File: src/rtl/exe_except_collect_pkg.sv
// Shared EXE exception types, codes and FSM states.
// Imported by the lane checker, the handshake interface and the collector.
package exe_except_collect_pkg;

  typedef struct packed {
    logic Interrupt;
    logic WrongAddressinIF;
    logic TLBRefillinIF;
    logic TLBInvalidinIF;
    logic ReservedInstruction;
    logic CoprocessorUnusable;
    logic Syscall;
    logic Break;
    logic Eret;
    logic Overflow;
    logic Trap;
    logic RdWrongAddressinMEM;
    logic WrWrongAddressinMEM;
    logic RdTLBRefill;
    logic RdTLBInvalid;
    logic WrTLBRefill;
    logic WrTLBInvalid;
    logic TLBModified;
    logic Refetch;
  } ExceptinPipeType;

  typedef struct packed {
    logic       ReadMem;
    logic [1:0] size;
    logic [1:0] LeftOrRight;
  } LoadType;

  typedef struct packed {
    logic       DMWr;
    logic [1:0] size;
    logic [1:0] LeftOrRight;
  } StoreType;

  localparam logic [1:0] LOADTYPE_LW  = 2'b00;
  localparam logic [1:0] LOADTYPE_LH  = 2'b01;
  localparam logic [1:0] STORETYPE_SW = 2'b00;
  localparam logic [1:0] STORETYPE_SH = 2'b01;

  localparam logic [4:0] EXCCODE_INT  = 5'd0;
  localparam logic [4:0] EXCCODE_MOD  = 5'd1;
  localparam logic [4:0] EXCCODE_TLBL = 5'd2;
  localparam logic [4:0] EXCCODE_TLBS = 5'd3;
  localparam logic [4:0] EXCCODE_ADEL = 5'd4;
  localparam logic [4:0] EXCCODE_ADES = 5'd5;
  localparam logic [4:0] EXCCODE_SYS  = 5'd8;
  localparam logic [4:0] EXCCODE_BP   = 5'd9;
  localparam logic [4:0] EXCCODE_RI   = 5'd10;
  localparam logic [4:0] EXCCODE_CPU  = 5'd11;
  localparam logic [4:0] EXCCODE_OV   = 5'd12;
  localparam logic [4:0] EXCCODE_TR   = 5'd13;

  typedef enum logic {RUN, PEND} exc_fsm_t;

  function automatic int lane_w(input int n);
    return (n > 1) ? $clog2(n) : 1;
  endfunction

  function automatic logic is_lr(input logic [1:0] lr);
    return (lr == 2'b01) || (lr == 2'b10);
  endfunction

endpackage

File: src/rtl/exe_except_collect_if.sv
// EXE-side bundle into the exception collector and its
// registered EXE/MEM and CP0-facing results.
interface exe_except_collect_if
  import exe_except_collect_pkg::*;
#(parameter int LANES = 2);
  localparam int LW = lane_w(LANES);

  logic [LANES-1:0]             ex_valid;
  logic [LANES-1:0][31:0]       ex_pc;
  logic [LANES-1:0][31:0]       ex_addr;
  ExceptinPipeType [LANES-1:0]  ex_except;
  logic [LANES-1:0]             ex_overflow;
  logic [LANES-1:0]             ex_trap;
  logic [LANES-1:0]             ex_refetch;
  LoadType [LANES-1:0]          ex_load;
  StoreType [LANES-1:0]         ex_store;
  logic                         mem_stall;
  logic                         flush;
  logic                         exc_ack;
  logic                         ex_allowin;
  logic [LANES-1:0]             mem_valid;
  ExceptinPipeType [LANES-1:0]  mem_except;
  logic                         exc_req;
  logic [LW-1:0]                exc_lane;
  logic [4:0]                   exc_code;
  logic                         exc_is_eret;
  logic                         exc_is_refetch;
  logic [31:0]                  exc_pc;
  logic [31:0]                  exc_badvaddr;

  modport master (
    output ex_valid, ex_pc, ex_addr, ex_except,
    output ex_overflow, ex_trap, ex_refetch,
    output ex_load, ex_store,
    output mem_stall, flush, exc_ack,
    input  ex_allowin, mem_valid, mem_except,
    input  exc_req, exc_lane, exc_code,
    input  exc_is_eret, exc_is_refetch,
    input  exc_pc, exc_badvaddr
  );

  modport slave (
    input  ex_valid, ex_pc, ex_addr, ex_except,
    input  ex_overflow, ex_trap, ex_refetch,
    input  ex_load, ex_store,
    input  mem_stall, flush, exc_ack,
    output ex_allowin, mem_valid, mem_except,
    output exc_req, exc_lane, exc_code,
    output exc_is_eret, exc_is_refetch,
    output exc_pc, exc_badvaddr
  );
endinterface

File: src/rtl/exe_except_collect_lane.sv
// Per-lane EXE exception check: final vector, hit,
// highest-priority ExcCode and BadVAddr for one lane.
module exe_except_lane
  import exe_except_collect_pkg::*;
#(parameter bit ALIGN_LR_EXEMPT = 1'b1) (
  input  logic            valid,
  input  logic [31:0]     pc,
  input  logic [31:0]     addr,
  input  ExceptinPipeType except_i,
  input  logic            overflow,
  input  logic            trap,
  input  logic            refetch,
  input  LoadType         load,
  input  StoreType        store,
  output ExceptinPipeType except_o,
  output logic            hit,
  output logic [4:0]      code,
  output logic            is_eret,
  output logic            is_refetch,
  output logic [31:0]     badvaddr
);
  logic rd_ex, wr_ex, rd_bad, wr_bad;

  always_comb begin
    rd_ex  = ALIGN_LR_EXEMPT && is_lr(load.LeftOrRight);
    wr_ex  = ALIGN_LR_EXEMPT && is_lr(store.LeftOrRight);
    rd_bad = load.ReadMem && !rd_ex &&
             ((load.size == LOADTYPE_LW && addr[1:0] != 2'b00) ||
              (load.size == LOADTYPE_LH && addr[0]));
    wr_bad = store.DMWr && !wr_ex &&
             ((store.size == STORETYPE_SW && addr[1:0] != 2'b00) ||
              (store.size == STORETYPE_SH && addr[0]));

    except_o = except_i;
    except_o.WrongAddressinIF    = pc[1:0] != 2'b00;
    except_o.RdWrongAddressinMEM = rd_bad;
    except_o.WrWrongAddressinMEM = wr_bad;
    except_o.Overflow            = overflow;
    except_o.Trap                = trap;
    except_o.Refetch             = except_i.Refetch | refetch;

    hit        = valid && (|except_o);
    code       = EXCCODE_INT;
    is_eret    = 1'b0;
    is_refetch = 1'b0;
    badvaddr   = '0;

    if (except_o.Interrupt) code = EXCCODE_INT;
    else if (except_o.WrongAddressinIF) begin
      code = EXCCODE_ADEL; badvaddr = pc;
    end else if (except_o.TLBRefillinIF || except_o.TLBInvalidinIF) begin
      code = EXCCODE_TLBL; badvaddr = pc;
    end else if (except_o.ReservedInstruction) code = EXCCODE_RI;
    else if (except_o.CoprocessorUnusable) code = EXCCODE_CPU;
    else if (except_o.Syscall) code = EXCCODE_SYS;
    else if (except_o.Break) code = EXCCODE_BP;
    else if (except_o.Eret) is_eret = 1'b1;
    else if (except_o.Overflow) code = EXCCODE_OV;
    else if (except_o.Trap) code = EXCCODE_TR;
    else if (except_o.RdWrongAddressinMEM) begin
      code = EXCCODE_ADEL; badvaddr = addr;
    end else if (except_o.WrWrongAddressinMEM) begin
      code = EXCCODE_ADES; badvaddr = addr;
    end else if (except_o.RdTLBRefill || except_o.RdTLBInvalid) begin
      code = EXCCODE_TLBL; badvaddr = addr;
    end else if (except_o.WrTLBRefill || except_o.WrTLBInvalid) begin
      code = EXCCODE_TLBS; badvaddr = addr;
    end else if (except_o.TLBModified) begin
      code = EXCCODE_MOD; badvaddr = addr;
    end else if (except_o.Refetch) is_refetch = 1'b1;
  end
endmodule

File: src/rtl/exe_except_collect.sv
// Multi-lane EXE exception collector: first-hit select, younger-lane
// kill, EXE/MEM registers and the RUN/PEND handshake with CP0.
module exe_except_collect
  import exe_except_collect_pkg::*;
#(
  parameter int LANES           = 2,
  parameter bit ALIGN_LR_EXEMPT = 1'b1
) (
  input logic               clk,
  input logic               resetn,
  exe_except_collect_if.slave bus
);
  localparam int LW = lane_w(LANES);

  ExceptinPipeType [LANES-1:0] fin;
  logic [LANES-1:0]            hit, eret, rfch, keep;
  logic [LANES-1:0][4:0]       code;
  logic [LANES-1:0][31:0]      badv;
  logic                        any_hit, allowin;
  logic [LW-1:0]               first;

  for (genvar g = 0; g < LANES; g++) begin : g_lane
    exe_except_lane #(.ALIGN_LR_EXEMPT(ALIGN_LR_EXEMPT)) u_lane (
      .valid     (bus.ex_valid[g]),
      .pc        (bus.ex_pc[g]),
      .addr      (bus.ex_addr[g]),
      .except_i  (bus.ex_except[g]),
      .overflow  (bus.ex_overflow[g]),
      .trap      (bus.ex_trap[g]),
      .refetch   (bus.ex_refetch[g]),
      .load      (bus.ex_load[g]),
      .store     (bus.ex_store[g]),
      .except_o  (fin[g]),
      .hit       (hit[g]),
      .code      (code[g]),
      .is_eret   (eret[g]),
      .is_refetch(rfch[g]),
      .badvaddr  (badv[g])
    );
  end

  exc_fsm_t                    state_q, state_d;
  logic [LANES-1:0]            valid_q, valid_d;
  ExceptinPipeType [LANES-1:0] exv_q, exv_d;
  logic [LW-1:0]               lane_q, lane_d;
  logic [4:0]                  code_q, code_d;
  logic                        eret_q, eret_d;
  logic                        rfch_q, rfch_d;
  logic [31:0]                 pc_q, pc_d;
  logic [31:0]                 badv_q, badv_d;

  always_comb begin
    any_hit = |hit;
    first   = '0;
    for (int i = LANES - 1; i >= 0; i--)
      if (hit[i]) first = LW'(i);
    // younger lanes than the first excepting one never reach MEM
    for (int i = 0; i < LANES; i++)
      keep[i] = bus.ex_valid[i] && !(any_hit && (i > int'(first)));
  end

  always_comb begin
    state_d = state_q;
    valid_d = valid_q;
    exv_d   = exv_q;
    lane_d  = lane_q;
    code_d  = code_q;
    eret_d  = eret_q;
    rfch_d  = rfch_q;
    pc_d    = pc_q;
    badv_d  = badv_q;
    allowin = 1'b0;
    unique case (state_q)
      RUN: begin
        allowin = !bus.mem_stall;
        if (allowin) begin
          valid_d = keep;
          for (int i = 0; i < LANES; i++)
            exv_d[i] = keep[i] ? fin[i] : '0;
          lane_d = any_hit ? first : '0;
          code_d = any_hit ? code[first] : '0;
          eret_d = any_hit && eret[first];
          rfch_d = any_hit && rfch[first];
          pc_d   = any_hit ? bus.ex_pc[first] : '0;
          badv_d = any_hit ? badv[first] : '0;
          if (any_hit) state_d = PEND;
        end
      end
      PEND: begin
        if (bus.exc_ack) begin
          valid_d = '0;
          lane_d  = '0;
          code_d  = '0;
          eret_d  = 1'b0;
          rfch_d  = 1'b0;
          pc_d    = '0;
          badv_d  = '0;
          state_d = RUN;
        end
      end
      default: state_d = RUN;
    endcase
    if (bus.flush) begin
      state_d = RUN;
      valid_d = '0;
      exv_d   = '0;
      lane_d  = '0;
      code_d  = '0;
      eret_d  = 1'b0;
      rfch_d  = 1'b0;
      pc_d    = '0;
      badv_d  = '0;
    end
  end

  always_ff @(posedge clk or negedge resetn) begin
    if (!resetn) begin
      state_q <= RUN;
      valid_q <= '0;
      exv_q   <= '0;
      lane_q  <= '0;
      code_q  <= '0;
      eret_q  <= 1'b0;
      rfch_q  <= 1'b0;
      pc_q    <= '0;
      badv_q  <= '0;
    end else begin
      state_q <= state_d;
      valid_q <= valid_d;
      exv_q   <= exv_d;
      lane_q  <= lane_d;
      code_q  <= code_d;
      eret_q  <= eret_d;
      rfch_q  <= rfch_d;
      pc_q    <= pc_d;
      badv_q  <= badv_d;
    end
  end

  assign bus.ex_allowin     = allowin;
  assign bus.mem_valid      = valid_q;
  assign bus.mem_except     = exv_q;
  assign bus.exc_req        = (state_q == PEND);
  assign bus.exc_lane       = lane_q;
  assign bus.exc_code       = code_q;
  assign bus.exc_is_eret    = eret_q;
  assign bus.exc_is_refetch = rfch_q;
  assign bus.exc_pc         = pc_q;
  assign bus.exc_badvaddr   = badv_q;
endmodule

File: src/flat_wrapper.sv
// flat-port wrapper written by rule: the top's interface ports become plain ports
module exe_except_collect_flat import exe_except_collect_pkg::*;
#(
  parameter int LANES           = 2,
  parameter bit ALIGN_LR_EXEMPT = 1'b1
)
  (clk, resetn, bus_ex_valid, bus_ex_pc, bus_ex_addr, bus_ex_except, bus_ex_overflow, bus_ex_trap, bus_ex_refetch, bus_ex_load, bus_ex_store, bus_mem_stall, bus_flush, bus_exc_ack, bus_ex_allowin, bus_mem_valid, bus_mem_except, bus_exc_req, bus_exc_lane, bus_exc_code, bus_exc_is_eret, bus_exc_is_refetch, bus_exc_pc, bus_exc_badvaddr);
  exe_except_collect_if #(.LANES(LANES)) bus_i ();
  input logic clk;
  input logic resetn;
  input wire logic [$bits(bus_i.ex_valid)-1:0] bus_ex_valid;
  input wire logic [$bits(bus_i.ex_pc)-1:0] bus_ex_pc;
  input wire logic [$bits(bus_i.ex_addr)-1:0] bus_ex_addr;
  input wire logic [$bits(bus_i.ex_except)-1:0] bus_ex_except;
  input wire logic [$bits(bus_i.ex_overflow)-1:0] bus_ex_overflow;
  input wire logic [$bits(bus_i.ex_trap)-1:0] bus_ex_trap;
  input wire logic [$bits(bus_i.ex_refetch)-1:0] bus_ex_refetch;
  input wire logic [$bits(bus_i.ex_load)-1:0] bus_ex_load;
  input wire logic [$bits(bus_i.ex_store)-1:0] bus_ex_store;
  input wire logic [$bits(bus_i.mem_stall)-1:0] bus_mem_stall;
  input wire logic [$bits(bus_i.flush)-1:0] bus_flush;
  input wire logic [$bits(bus_i.exc_ack)-1:0] bus_exc_ack;
  output wire logic [$bits(bus_i.ex_allowin)-1:0] bus_ex_allowin;
  output wire logic [$bits(bus_i.mem_valid)-1:0] bus_mem_valid;
  output wire logic [$bits(bus_i.mem_except)-1:0] bus_mem_except;
  output wire logic [$bits(bus_i.exc_req)-1:0] bus_exc_req;
  output wire logic [$bits(bus_i.exc_lane)-1:0] bus_exc_lane;
  output wire logic [$bits(bus_i.exc_code)-1:0] bus_exc_code;
  output wire logic [$bits(bus_i.exc_is_eret)-1:0] bus_exc_is_eret;
  output wire logic [$bits(bus_i.exc_is_refetch)-1:0] bus_exc_is_refetch;
  output wire logic [$bits(bus_i.exc_pc)-1:0] bus_exc_pc;
  output wire logic [$bits(bus_i.exc_badvaddr)-1:0] bus_exc_badvaddr;
  assign bus_i.ex_valid = bus_ex_valid;
  assign bus_i.ex_pc = bus_ex_pc;
  assign bus_i.ex_addr = bus_ex_addr;
  assign bus_i.ex_except = bus_ex_except;
  assign bus_i.ex_overflow = bus_ex_overflow;
  assign bus_i.ex_trap = bus_ex_trap;
  assign bus_i.ex_refetch = bus_ex_refetch;
  assign bus_i.ex_load = bus_ex_load;
  assign bus_i.ex_store = bus_ex_store;
  assign bus_i.mem_stall = bus_mem_stall;
  assign bus_i.flush = bus_flush;
  assign bus_i.exc_ack = bus_exc_ack;
  assign bus_ex_allowin = bus_i.ex_allowin;
  assign bus_mem_valid = bus_i.mem_valid;
  assign bus_mem_except = bus_i.mem_except;
  assign bus_exc_req = bus_i.exc_req;
  assign bus_exc_lane = bus_i.exc_lane;
  assign bus_exc_code = bus_i.exc_code;
  assign bus_exc_is_eret = bus_i.exc_is_eret;
  assign bus_exc_is_refetch = bus_i.exc_is_refetch;
  assign bus_exc_pc = bus_i.exc_pc;
  assign bus_exc_badvaddr = bus_i.exc_badvaddr;
  exe_except_collect #(.LANES(LANES), .ALIGN_LR_EXEMPT(ALIGN_LR_EXEMPT)) u_core (.clk(clk), .resetn(resetn), .bus(bus_i));
endmodule
File: config.mk
export PLATFORM = sky130hd
export DESIGN_NAME = exe_except_collect_flat
export DESIGN_NICKNAME = d
export VERILOG_FILES = /design/src/rtl/exe_except_collect_pkg.sv /design/src/rtl/exe_except_collect_if.sv /design/src/rtl/exe_except_collect_lane.sv /design/src/rtl/exe_except_collect.sv /design/src/flat_wrapper.sv
export SDC_FILE = /design/constraint.sdc
export NUM_CORES = 1
export LEC_CHECK = 0
export ABC_CLOCK_PERIOD_IN_PS = 2470
export CAP_MARGIN = 20
export CELL_PAD_IN_SITES_DETAIL_PLACEMENT = 1
export CELL_PAD_IN_SITES_GLOBAL_PLACEMENT = 2
export CORE_MARGIN = 2
export CORE_UTILIZATION = 22
export DETAILED_ROUTE_END_ITERATION = 8
export GPL_TIMING_DRIVEN = 0
export PLACE_DENSITY = 0.83
export SLEW_MARGIN = 0
export SYNTH_ARGS = -nofsm -noshare
export SYNTH_HDL_FRONTEND = slang
export SYNTH_SLANG_ARGS = --single-unit
export TNS_END_PERCENT = 30
File: constraint.sdc
create_clock -name clk -period 2.47 [get_ports clk]
set_input_delay 0.494 -clock clk [delete_from_list [all_inputs] [get_ports clk]]
set_output_delay 0.494 -clock clk [all_outputs]
set_load 0.01 [all_outputs]
==> results_tabular.tex, run 1 <==
\begin{tabular}{lr}
\hline
Metric & Value \\
\hline
\multicolumn{2}{l}{\textbf{Global route}} \\
Maximum number of pins on one net before global-route repair & 70 \\
Gr ovfl total & 0 \\
Wire length of the first global-routing pass & 46110 um \\
Antenna violations before repair & 0 \\
Combined global-route utilization of all metal layers & 21.21\% \\
Via count of the first global-routing pass & 7314 \\
\multicolumn{2}{l}{\textbf{Logic synthesis}} \\
Number of synthesized register bits & 112 \\
Register area share after synthesis & 46.65\% \\
Synth warnings & 0 \\
Flip-flop cell with the highest count after synthesis & sky130\_fd\_sc\_hd\_\_dfrtp\_1 \\
Proportion of register bits with asynchronous set or reset after synthesis & 100.0\% \\
Synth Instances & 623 \\
Syn\_area\_per\_cell & 9.644 um\^{}2 \\
Number of enable flip-flop cells after synthesis & 0 \\
Count of unique library cells instantiated by Yosys & 54 \\
Mapped Area & 6008 um\^{}2 \\
Net count of the mapped netlist & 822 \\
\multicolumn{2}{l}{\textbf{Clocking}} \\
Clock tree from TritonCTS & built \\
Clk Latency, worst-skew pair & 0.37 ns \\
CTS sink count & 112 \\
Register clock-pin slew on the reported worst setup and hold paths & 0.08 ns \\
Number of hold buffers added after CTS & 0 \\
Maximum number of buffers from clock root to sink & 2 \\
H-tree depth & 3 \\
Root Driver & sky130\_fd\_sc\_hd\_\_clkbuf\_16 \\
Number of buffers created by CTS & 9 \\
\multicolumn{2}{l}{\textbf{Floorplan}} \\
Die area & 28650 um\^{}2 \\
I/O Pins & 313 \\
Die width & 169.3 um \\
Area of the placeable core & 26880 um\^{}2 \\
Die Y & 169.3 um \\
Placement Rows & 60 \\
Initial cell density of the core & 22.36\% \\
\multicolumn{2}{l}{\textbf{Timing}} \\
Highest attainable clock frequency & 414.1 MHz \\
Final number of max-transition violations & 0 \\
Clock skew after layout & 0.01009 ns \\
Setup TNS & 0 ns \\
Worst hold margin & 0.04172 ns \\
Number of setup violations in the final report & 0 \\
Post-route clock period utilization & 97.77\% \\
Slew at the pin with the worst max-slew slack & 0.8832 ns \\
Min cycle time layout & 2.415 ns \\
Relative slew slack & 40.29\% \\
Final hold violation count & 0 \\
Final setup slack of the worst path & 0.05518 ns \\
\multicolumn{2}{l}{\textbf{Critical path}} \\
Critical path endpoint category & flop \\
CP max FO & 10 \\
Crit path required time & 2.70 ns \\
Worst R2R Path Depth & 6 \\
CP startpoint kind & input pin \\
Kind of critical path & input pin to flop \\
Critical Path AT & 2.65 ns \\
\multicolumn{2}{l}{\textbf{Placement}} \\
Placed Instance Area & 9493 um\^{}2 \\
Post-Place Cells & 1267 \\
Minimum setup slack after placement & -1.147 ns \\
IO Port Bufs & 301 \\
Dpl hpwl & 23070 um \\
Placer Congestion & 0.8452 \\
\multicolumn{2}{l}{\textbf{Detailed routing}} \\
DRC viols & 0 \\
Mean routed wirelength per cell & 23.64 um \\
Vias per Instance & 5.220 \\
Via count & 6838 \\
Iteration-0 DRC Markers & 323 \\
Final antenna-violating net count & 0 \\
DR pass1 iterations & 5 \\
Sum of routed wire length over all layers & 30970 um \\
\multicolumn{2}{l}{\textbf{Layout}} \\
Fillcell total & 3038 \\
Most common library cell in the layout ignoring fill and taps & sky130\_fd\_sc\_hd\_\_clkdlybuf4s50\_1 \\
Total Nets Final & 1163 \\
Final Non-Filler Cells & 1310 \\
Diodes inserted & 0 \\
Footprint of the flip-flops and latches & 2803 um\^{}2 \\
Area occupied by multi-input gates & 3296 um\^{}2 \\
Area added between synthesis and finish & 79.45\% \\
Utilization after layout & 40.12\% \\
Cell area after layout & 10780 um\^{}2 \\
Layout cell share with drive strength beyond 1 & 17.03\% \\
Leading cell types in the layout, fill and taps excluded & 275 x sky130\_fd\_sc\_hd\_\_clkdlybuf4s50\_1, 112 x sky130\_fd\_sc\_hd\_\_dfrtp\_1, 60 x sky130\_fd\_sc\_hd\_\_nand2\_1 \\
\multicolumn{2}{l}{\textbf{Min path}} \\
Path type of the worst min-delay path & input pin to async pin \\
\multicolumn{2}{l}{\textbf{Outcome}} \\
Status & completed \\
\multicolumn{2}{l}{\textbf{Flow run}} \\
Max-cap viol count & 0 \\
\multicolumn{2}{l}{\textbf{Power}} \\
Leakage power figure & 4.312 nW \\
Worst voltage drop across the vdd grid & 285.2 uV \\
Total Power & 4.882 mW \\
Power density over cell area & 452.8 nW/um\^{}2 \\
\hline
\end{tabular}
-- power breakdown --
group          internal (mW)  leakage, nW  switching, mW
Combinational          0.619         2.62          0.593
Sequential              1.92         1.53         0.0580
Clock                  0.904        0.161          0.787
-- flip-flops by register name, indices dropped and copies added, names as in the netlist --
name / flops
u_core.bus.exc_pc: 32
u_core.bus.exc_code: 4
u_core.bus.exc_badvaddr: 32
u_core.bus.mem_valid: 2
u_core.bus.exc_req: 1
u_core.bus.exc_is_refetch: 1
u_core.bus.exc_lane: 1
u_core.bus.exc_is_eret: 1
u_core.bus.mem_except: 38
-- synth_stat cells (6+ instances only) --
library cell,count,share of area [%]
sky130_fd_sc_hd__o2111ai_1,36,5.2
sky130_fd_sc_hd__a22oi_1,60,7.5
sky130_fd_sc_hd__a22o_1,31,4.5
sky130_fd_sc_hd__buf_2,18,1.5
sky130_fd_sc_hd__o211ai_1,39,4.9
sky130_fd_sc_hd__nor2b_1,6,0.62
sky130_fd_sc_hd__inv_1,40,2.5
sky130_fd_sc_hd__o221ai_1,32,4.7
sky130_fd_sc_hd__nand3_1,6,0.50
sky130_fd_sc_hd__clkbuf_1,34,2.1
sky130_fd_sc_hd__o21ai_1,8,0.67
sky130_fd_sc_hd__nor2_1,20,1.2
sky130_fd_sc_hd__nand2_1,62,3.9
sky130_fd_sc_hd__nor3_1,11,0.92
sky130_fd_sc_hd__nor4_1,8,0.83
sky130_fd_sc_hd__dfrtp_1,112,47
sky130_fd_sc_hd__o21ai_0,39,3.2
-- metal layers --
metal,routed length [um],track usage (%),vias to the layer above
li1,-,-,3108
met2,15180,34.66,247
met3,1614,3.451,28
met1,13610,28.91,3455
met5,0,0,-
met4,564,6.206,0
-- final timing paths --
| check | from | to | slack (ns) |
|---|---|---|---|
| max in group asynchronous | resetn | u_core.bus.exc_badvaddr[7] | 1.70 |
| worst min register to register | u_core.bus.mem_except[7] | u_core.bus.mem_except[7] | 0.48 |
| worst min-delay path | resetn | u_core.bus.mem_except[27] | 0.04 |
| min in group clk | bus_ex_except[11] | u_core.bus.mem_except[11] | 0.46 |
| worst max register to register | u_core.bus.exc_req | u_core.bus.exc_pc[18] | 0.29 |
| worst max-delay path | bus_ex_except[24] | u_core.bus.exc_badvaddr[28] | 0.06 |
-- worst max-delay path: stages --
cell                            delay (ns)
sky130_fd_sc_hd__dlygate4sd2_1        0.27
sky130_fd_sc_hd__or4_4                0.56
sky130_fd_sc_hd__nor4_4               0.20
sky130_fd_sc_hd__nor4b_4              0.37
sky130_fd_sc_hd__nor2_4               0.09
sky130_fd_sc_hd__buf_12               0.15
sky130_fd_sc_hd__nand3_4              0.13
sky130_fd_sc_hd__buf_6                0.21
sky130_fd_sc_hd__o221ai_1             0.16
-- layout make-up --
cell class,count,area share (%)
buffer,53,4.224
clock buffer,9,2.089
clock inverter,7,0.9284
inverter,40,1.393
multi-input combinational,418,30.57
sequential,112,26.00
tap,341,3.957
timing repair buffer,330,30.85
-- timing repair --
| item | 4_1_cts | 5_1_grt |
|---|---|---|
| resized for setup | 132 | 72 |
| setup endpoints to repair | 92 | 87 |
| gates cloned | 1 | 1 |
| setup buffers | 21 | 4 |
| pin swaps | 12 | 18 |
-- logic make-up after synthesis --
kind of cell	count (synthesis)	synth area share (%)
compound gates	273	34.69
xor+xnor	4	0.5832
buf+inv	93	6.247
flops	112	46.65
other cells	1	0.06241
simple gates	140	11.77
Power figures use the tool's default switching activity.
==> run 2, diff against run 1 <==
--- a/config.mk
+++ b/config.mk
@@ -12,6 +12,7 @@
 export CORE_MARGIN = 2
 export CORE_UTILIZATION = 22
 export DETAILED_ROUTE_END_ITERATION = 8
+export GPL_ROUTABILITY_DRIVEN = 0
 export GPL_TIMING_DRIVEN = 0
 export PLACE_DENSITY = 0.83
 export SLEW_MARGIN = 0
==> results of run 2 <==
Final layout, timing and power as in run 1 (identical DEF).
